File: src/rtl/alu_issue.sv
// RV32I decode-and-issue stage: one registered entry between the register-file
// read and the ALU, with valid/ready handshakes on both sides and issue counters.
module alu_issue (
  input  logic        clk,
  input  logic        rst,
  input  logic        in_valid,
  output logic        in_ready,
  input  logic [31:0] instr,
  input  logic [31:0] pc,
  input  logic [31:0] rs1_data,
  input  logic [31:0] rs2_data,
  input  logic        flush,
  output logic        out_valid,
  input  logic        out_ready,
  output logic [31:0] alu_a,
  output logic [31:0] alu_b,
  output logic [3:0]  alu_op,
  output logic [4:0]  rd,
  output logic        reg_we,
  output logic        illegal,
  output logic [31:0] issue_cnt,
  output logic [15:0] illegal_cnt
);

  typedef enum logic {EMPTY = 1'b0, FULL = 1'b1} state_t;

  typedef enum logic [3:0] {
    OP_ADD  = 4'b0000,
    OP_SUB  = 4'b0001,
    OP_AND  = 4'b0100,
    OP_OR   = 4'b0101,
    OP_XOR  = 4'b0110,
    OP_A    = 4'b0111,
    OP_SHL  = 4'b1000,
    OP_SHR  = 4'b1010,
    OP_SHA  = 4'b1011,
    OP_SLT  = 4'b1100,
    OP_SLTU = 4'b1101,
    OP_B    = 4'b1111
  } aluop_t;

  localparam logic [6:0] OPC_OP     = 7'b0110011;
  localparam logic [6:0] OPC_OPIMM  = 7'b0010011;
  localparam logic [6:0] OPC_LUI    = 7'b0110111;
  localparam logic [6:0] OPC_AUIPC  = 7'b0010111;
  localparam logic [6:0] OPC_JAL    = 7'b1101111;
  localparam logic [6:0] OPC_JALR   = 7'b1100111;
  localparam logic [6:0] OPC_LOAD   = 7'b0000011;
  localparam logic [6:0] OPC_STORE  = 7'b0100011;
  localparam logic [6:0] OPC_BRANCH = 7'b1100011;
  localparam logic [6:0] F7_ZERO    = 7'b0000000;
  localparam logic [6:0] F7_ALT     = 7'b0100000;

  function automatic aluop_t base_op(input logic [2:0] f3);
    case (f3)
      3'b000:  return OP_ADD;
      3'b001:  return OP_SHL;
      3'b010:  return OP_SLT;
      3'b011:  return OP_SLTU;
      3'b100:  return OP_XOR;
      3'b101:  return OP_SHR;
      3'b110:  return OP_OR;
      default: return OP_AND;
    endcase
  endfunction

  state_t      state, state_nxt;
  logic [6:0]  opcode, funct7;
  logic [2:0]  funct3;
  logic [31:0] imm_i, imm_s, imm_u;
  logic [31:0] d_a, d_b;
  aluop_t      d_op;
  logic        d_ill, d_wb, d_we;
  logic        accept, fire;

  assign opcode = instr[6:0];
  assign funct3 = instr[14:12];
  assign funct7 = instr[31:25];
  assign imm_i  = {{20{instr[31]}}, instr[31:20]};
  assign imm_s  = {{20{instr[31]}}, instr[31:25], instr[11:7]};
  assign imm_u  = {instr[31:12], 12'h000};

  always_comb begin
    d_a   = rs1_data;
    d_b   = '0;
    d_op  = OP_A;
    d_ill = 1'b0;
    d_wb  = 1'b0;
    if (instr[1:0] != 2'b11) begin
      d_ill = 1'b1;
    end else begin
      case (opcode)
        OPC_OP: begin
          d_b  = rs2_data;
          d_wb = 1'b1;
          if (funct7 == F7_ZERO)                        d_op = base_op(funct3);
          else if (funct7 == F7_ALT && funct3 == 3'b000) d_op = OP_SUB;
          else if (funct7 == F7_ALT && funct3 == 3'b101) d_op = OP_SHA;
          else                                          d_ill = 1'b1;
        end
        OPC_OPIMM: begin
          d_wb = 1'b1;
          if (funct3 == 3'b001 || funct3 == 3'b101) begin
            d_b = {27'd0, instr[24:20]};
            if (funct7 == F7_ZERO)                        d_op = base_op(funct3);
            else if (funct7 == F7_ALT && funct3 == 3'b101) d_op = OP_SHA;
            else                                          d_ill = 1'b1;
          end else begin
            d_b  = imm_i;
            d_op = base_op(funct3);
          end
        end
        OPC_LUI: begin
          d_a  = '0;
          d_b  = imm_u;
          d_op = OP_B;
          d_wb = 1'b1;
        end
        OPC_AUIPC: begin
          d_a  = pc;
          d_b  = imm_u;
          d_op = OP_ADD;
          d_wb = 1'b1;
        end
        OPC_JAL, OPC_JALR: begin
          d_a  = pc;
          d_b  = 32'd4;
          d_op = OP_ADD;
          d_wb = 1'b1;
        end
        OPC_LOAD: begin
          d_b  = imm_i;
          d_op = OP_ADD;
          d_wb = 1'b1;
        end
        OPC_STORE: begin
          d_b  = imm_s;
          d_op = OP_ADD;
        end
        OPC_BRANCH: begin
          d_b = rs2_data;
          case (funct3)
            3'b000, 3'b001: d_op = OP_SUB;
            3'b100, 3'b101: d_op = OP_SLT;
            3'b110, 3'b111: d_op = OP_SLTU;
            default:        d_ill = 1'b1;
          endcase
        end
        default: d_ill = 1'b1;
      endcase
    end
    // every illegal form issues the same pass-through of rs1
    if (d_ill) begin
      d_a  = rs1_data;
      d_b  = '0;
      d_op = OP_A;
    end
  end

  assign d_we = d_wb && (instr[11:7] != 5'd0) && !d_ill;

  assign out_valid = (state == FULL);
  assign in_ready  = !rst && !flush && (!out_valid || out_ready);
  assign accept    = in_valid && in_ready;
  assign fire      = out_valid && out_ready;

  always_comb begin
    state_nxt = state;
    if (flush)       state_nxt = EMPTY;
    else if (accept) state_nxt = FULL;
    else if (fire)   state_nxt = EMPTY;
  end

  always_ff @(posedge clk) begin
    if (rst) state <= EMPTY;
    else     state <= state_nxt;
  end

  always_ff @(posedge clk) begin
    if (rst) begin
      alu_a   <= '0;
      alu_b   <= '0;
      alu_op  <= OP_ADD;
      rd      <= '0;
      reg_we  <= 1'b0;
      illegal <= 1'b0;
    end else if (accept) begin
      alu_a   <= d_a;
      alu_b   <= d_b;
      alu_op  <= d_op;
      rd      <= instr[11:7];
      reg_we  <= d_we;
      illegal <= d_ill;
    end
  end

  always_ff @(posedge clk) begin
    if (rst) begin
      issue_cnt   <= '0;
      illegal_cnt <= '0;
    end else begin
      if (fire) issue_cnt <= issue_cnt + 32'd1;
      if (accept && d_ill && illegal_cnt != '1) illegal_cnt <= illegal_cnt + 16'd1;
    end
  end

endmodule

File: config.mk
export PLATFORM = sky130hd
export DESIGN_NAME = alu_issue
export DESIGN_NICKNAME = d
export VERILOG_FILES = /design/src/rtl/alu_issue.sv
export SDC_FILE = /design/constraint.sdc
export NUM_CORES = 1
export LEC_CHECK = 0
export ABC_AREA = 1
export CORE_MARGIN = 10
export CORE_UTILIZATION = 45
export DETAILED_ROUTE_END_ITERATION = 16
export GPL_TIMING_DRIVEN = 0
export PLACE_DENSITY = 0.93
export SLEW_MARGIN = 30
export SYNTH_ARGS = -nofsm -noshare
export SYNTH_HDL_FRONTEND = slang
export SYNTH_SLANG_ARGS = --single-unit
File: constraint.sdc
create_clock -name clk -period 2.2 [get_ports clk]
set_clock_uncertainty 0.15 [all_clocks]
set_input_delay 0.33 -clock clk [delete_from_list [all_inputs] [get_ports clk]]
set_output_delay 0.33 -clock clk [all_outputs]
set_load 0.05 [all_outputs]
==> flow_summary_export.csv <==
group,metric,value,unit
layout,multi_input_area,0.00367,mm²
sta,setup_viol,0,
clock_tree,worstSkewPairLatency,0.42,ns
sta,min_period,2.16,ns
placed_design,io_buffers,257,
synth,async_reset_ff_share,0,%
global_route,grt_usage,24.3,%
layout,nets,1440,
floorplanning,dieArea,0.0200,mm²
layout,drive_gt1_share,8.88,%
synth,synthesis.area,0.00665,mm²
floorplanning,coreArea,0.0145,mm²
global_route,grt_pass1_vias,7412,
synth,syn_area_per_cell,6.54,µm²
sta,relSlewSlack,58.5,%
placed_design,dpl-instance-area,0.00947,mm²
power,p_per_area,592,mW/mm²
setup_path,critPathBufInv,1,
flow_run,drv_cap,0,
synth,synth_edf_count,0,
setup_path,cp.required,1.72,ns
global_route,grt_pass1_wl,39700,µm
clock_tree,clk_pin_slew_worst_paths,0.06,ns
setup_path,crit_path_cell_trace,"clkdlybuf4s50_1",
sta,finalHoldViolations,0,
global_route,grt.overflow.total,0,
hold_path,min_path_cells,2,
synth,yosys-top-cells-count,"nand2_1 (335), dfxtp_1 (124), inv_1 (94), nor2_1 (84), a21oi_1 (79)",
synth,synth_top_area_share,37.3,%
synth,synthFlopType,"dfxtp_1",
route,drt_wl_total,25900,µm
layout,area_growth,56.6,%
power,total_power,6.17,mW
sta,fmax,0.462,GHz
synth,ys_seq_area_share,37.3,%
layout,stdcell_area,0.0104,mm²
synth,synth_area_leader_cell,"dfxtp_1",
route,route.antenna.remaining_nets,0,
synth,syn_inst,1017,
synth,yosysWarnings,0,
layout,fillers,1178,
route,drt-vias-per-instance,5.31,
sta,timing.hold.ws,0.314,ns
sta,drv_slew,0,
route,dr_total_vias,7981,
floorplanning,fp-row-count,44,
placed_design,place_congestion,0.914,
setup_path,cp_slowest_stage_delay,0.86,ns
clock_tree,htree_levels,4,
clock_tree,clk_path_buf_depth,2,
route,dr.first_iter.drc_count,576,
floorplanning,start_util,45.8,%
power,leakagePower,4.58,nW
clock_tree,clockRootBuffer,"clkbuf_16",
route,first_pass_iters,5,
hold_path,hp-class,"reg2reg",
setup_path,critPathTopFamily,"buffers and inverters",
global_route,grt_max_degree,17,
setup_path,cp.depth,1,
synth,syn-num-nets,1152,
floorplanning,die_w,142,µm
floorplanning,die_height,142,µm
setup_path,path_class,"reg2out",
setup_path,arrival,1.68,ns
power,peakVddDrop,0.000579,V
synth,synth.area.top_cells,"dfxtp_1 (37%), nand2_1 (19%), a21oi_1 (5.9%)",
setup_path,end_kind,"primary output",
route,wire_per_inst,17.2,µm
clock_tree,tritoncts,"built",
global_route,grt_antenna_before_repair,1,
placed_design,dp_hpwl,20000,µm
setup_path,slowest_stage,"clkdlybuf4s50_1",
synth,synth_most_common_cell,"nand2_1",
floorplanning,io-pin-count,258,
sta,layout_worst_path_cycle_share,98.4,%
clock_tree,postCtsHoldBufs,0,
synth,synth_cell_types,37,
status,status,"finished clean",
clock_tree,cts_sinks,124,
setup_path,crit_path_max_fanout,4,
sta,worst_pin_slew,0.622,ns
setup_path,r2r_cells,10,
sta,fin_setup_tns,0,ns
clock_tree,cts_buffers,17,
layout,seqCellArea,0.00249,mm²
sta,rsz0062_at_grt,"yes",
synth,ys_ff_latch,124,
route,route.detailed.drc,0,
setup_path,startpoint_type,"register",
==> worst reg2reg max path, delay by kind of cell, from the launching register on <==
| family | cells | cell delay (ns) |
|---|---|---|
| buf+inv | 1 | 0.16 |
| simple gates | 7 | 0.96 |
| flops | 1 | 0.39 |
| compound gates | 1 | 0.15 |
| fa+ha+maj | 1 | 0.22 |
==> final timing paths <==
check	startpoint	end	slack (ns)
worst max register to register	illegal_cnt[0]$_SDFFE_PP0P_	illegal_cnt[11]$_SDFFE_PP0P_	0.10
worst max-delay path	issue_cnt[3]$_SDFFE_PP0P_	issue_cnt[3]	0.04
worst min register to register	alu_b[26]$_SDFFE_PP0P_	alu_b[26]$_SDFFE_PP0P_	0.31
worst min-delay path	alu_b[26]$_SDFFE_PP0P_	alu_b[26]$_SDFFE_PP0P_	0.31
==> kinds of logic after synthesis <==
logic type               Yosys count  share of synthesized area [%]
AO/OA/AOI/OAI                    162                           14.3
XOR/XNOR                          30                           3.95
adder cells (fa/ha/maj)            2                          0.376
buffers and inverters            149                           9.18
flip-flops                       124                           37.3
AND/OR/NAND/NOR                  550                           34.9
==> per-layer routing <==
metal / global-route usage [%] / wire length (µm)
met5: 0 / 0
met4: 8.50 / 710
met3: 5.91 / 1740
met2: 41.8 / 12900
met1: 28.8 / 10500
==> metrics by stage <==
stage | utilization (%) | setup slack (ns) | instances
after floorplan | - | 0.0334 | 1017
after global placement | 65.1 | -0.563 | 1458
after detailed placement | 65.1 | -0.641 | 1458
after CTS | 70.0 | 0.000611 | 1495
after global routing | 71.7 | -0.0806 | 1502
final | 71.7 | 0.0362 | 1503
==> sequential cells by signal, summed over array words and instances (netlist names) <==
register,count
issue_cnt,32
rd,5
illegal_cnt,16
out_valid,1
alu_a,32
reg_we,1
illegal,1
alu_b,32
alu_op,4
==> cell usage in the layout (no fill, tap or decap), types with 25 or more instances in the layout <==
cell             netlist  layout
a21oi_1               79      79
clkdlybuf4s50_1        0     223
dfxtp_1              124     120
dlymetal6s2s_1         0      27
inv_1                 94      93
nand2_1              335     328
nand3_1               64      64
nor2_1                84      76
nor3_1                27      26
o211ai_1              32      32
o21ai_0               26      25
==> final cells by class <==
cell class,count,area share [%]
multi-input combinational,744,35.2
timing repair buffer,269,26.3
sequential,124,23.9
clock buffer,18,4.22
inverter,100,3.65
buffer,49,2.50
tap,184,2.21
clock inverter,14,2.01
antenna,1,0.0240
==> power by group <==
part	internal (mW)	total [mW]	switching (mW)
Clock	1.95	3.08	1.13
Sequential	2.29	2.31	0.0265
Combinational	0.353	0.773	0.420
Total	4.59	6.17	1.58
==> repair_timing <==
action | CTS | global route
cloned | 0 | 1
endpoints found under the setup margin | 67 | 110
resized for setup | 18 | 70
setup buffers | 5 | 6
endpoints found under the hold margin | 0 | 0
pin swaps | 1 | 6
Note: power is estimated with default switching activity, not from simulation.
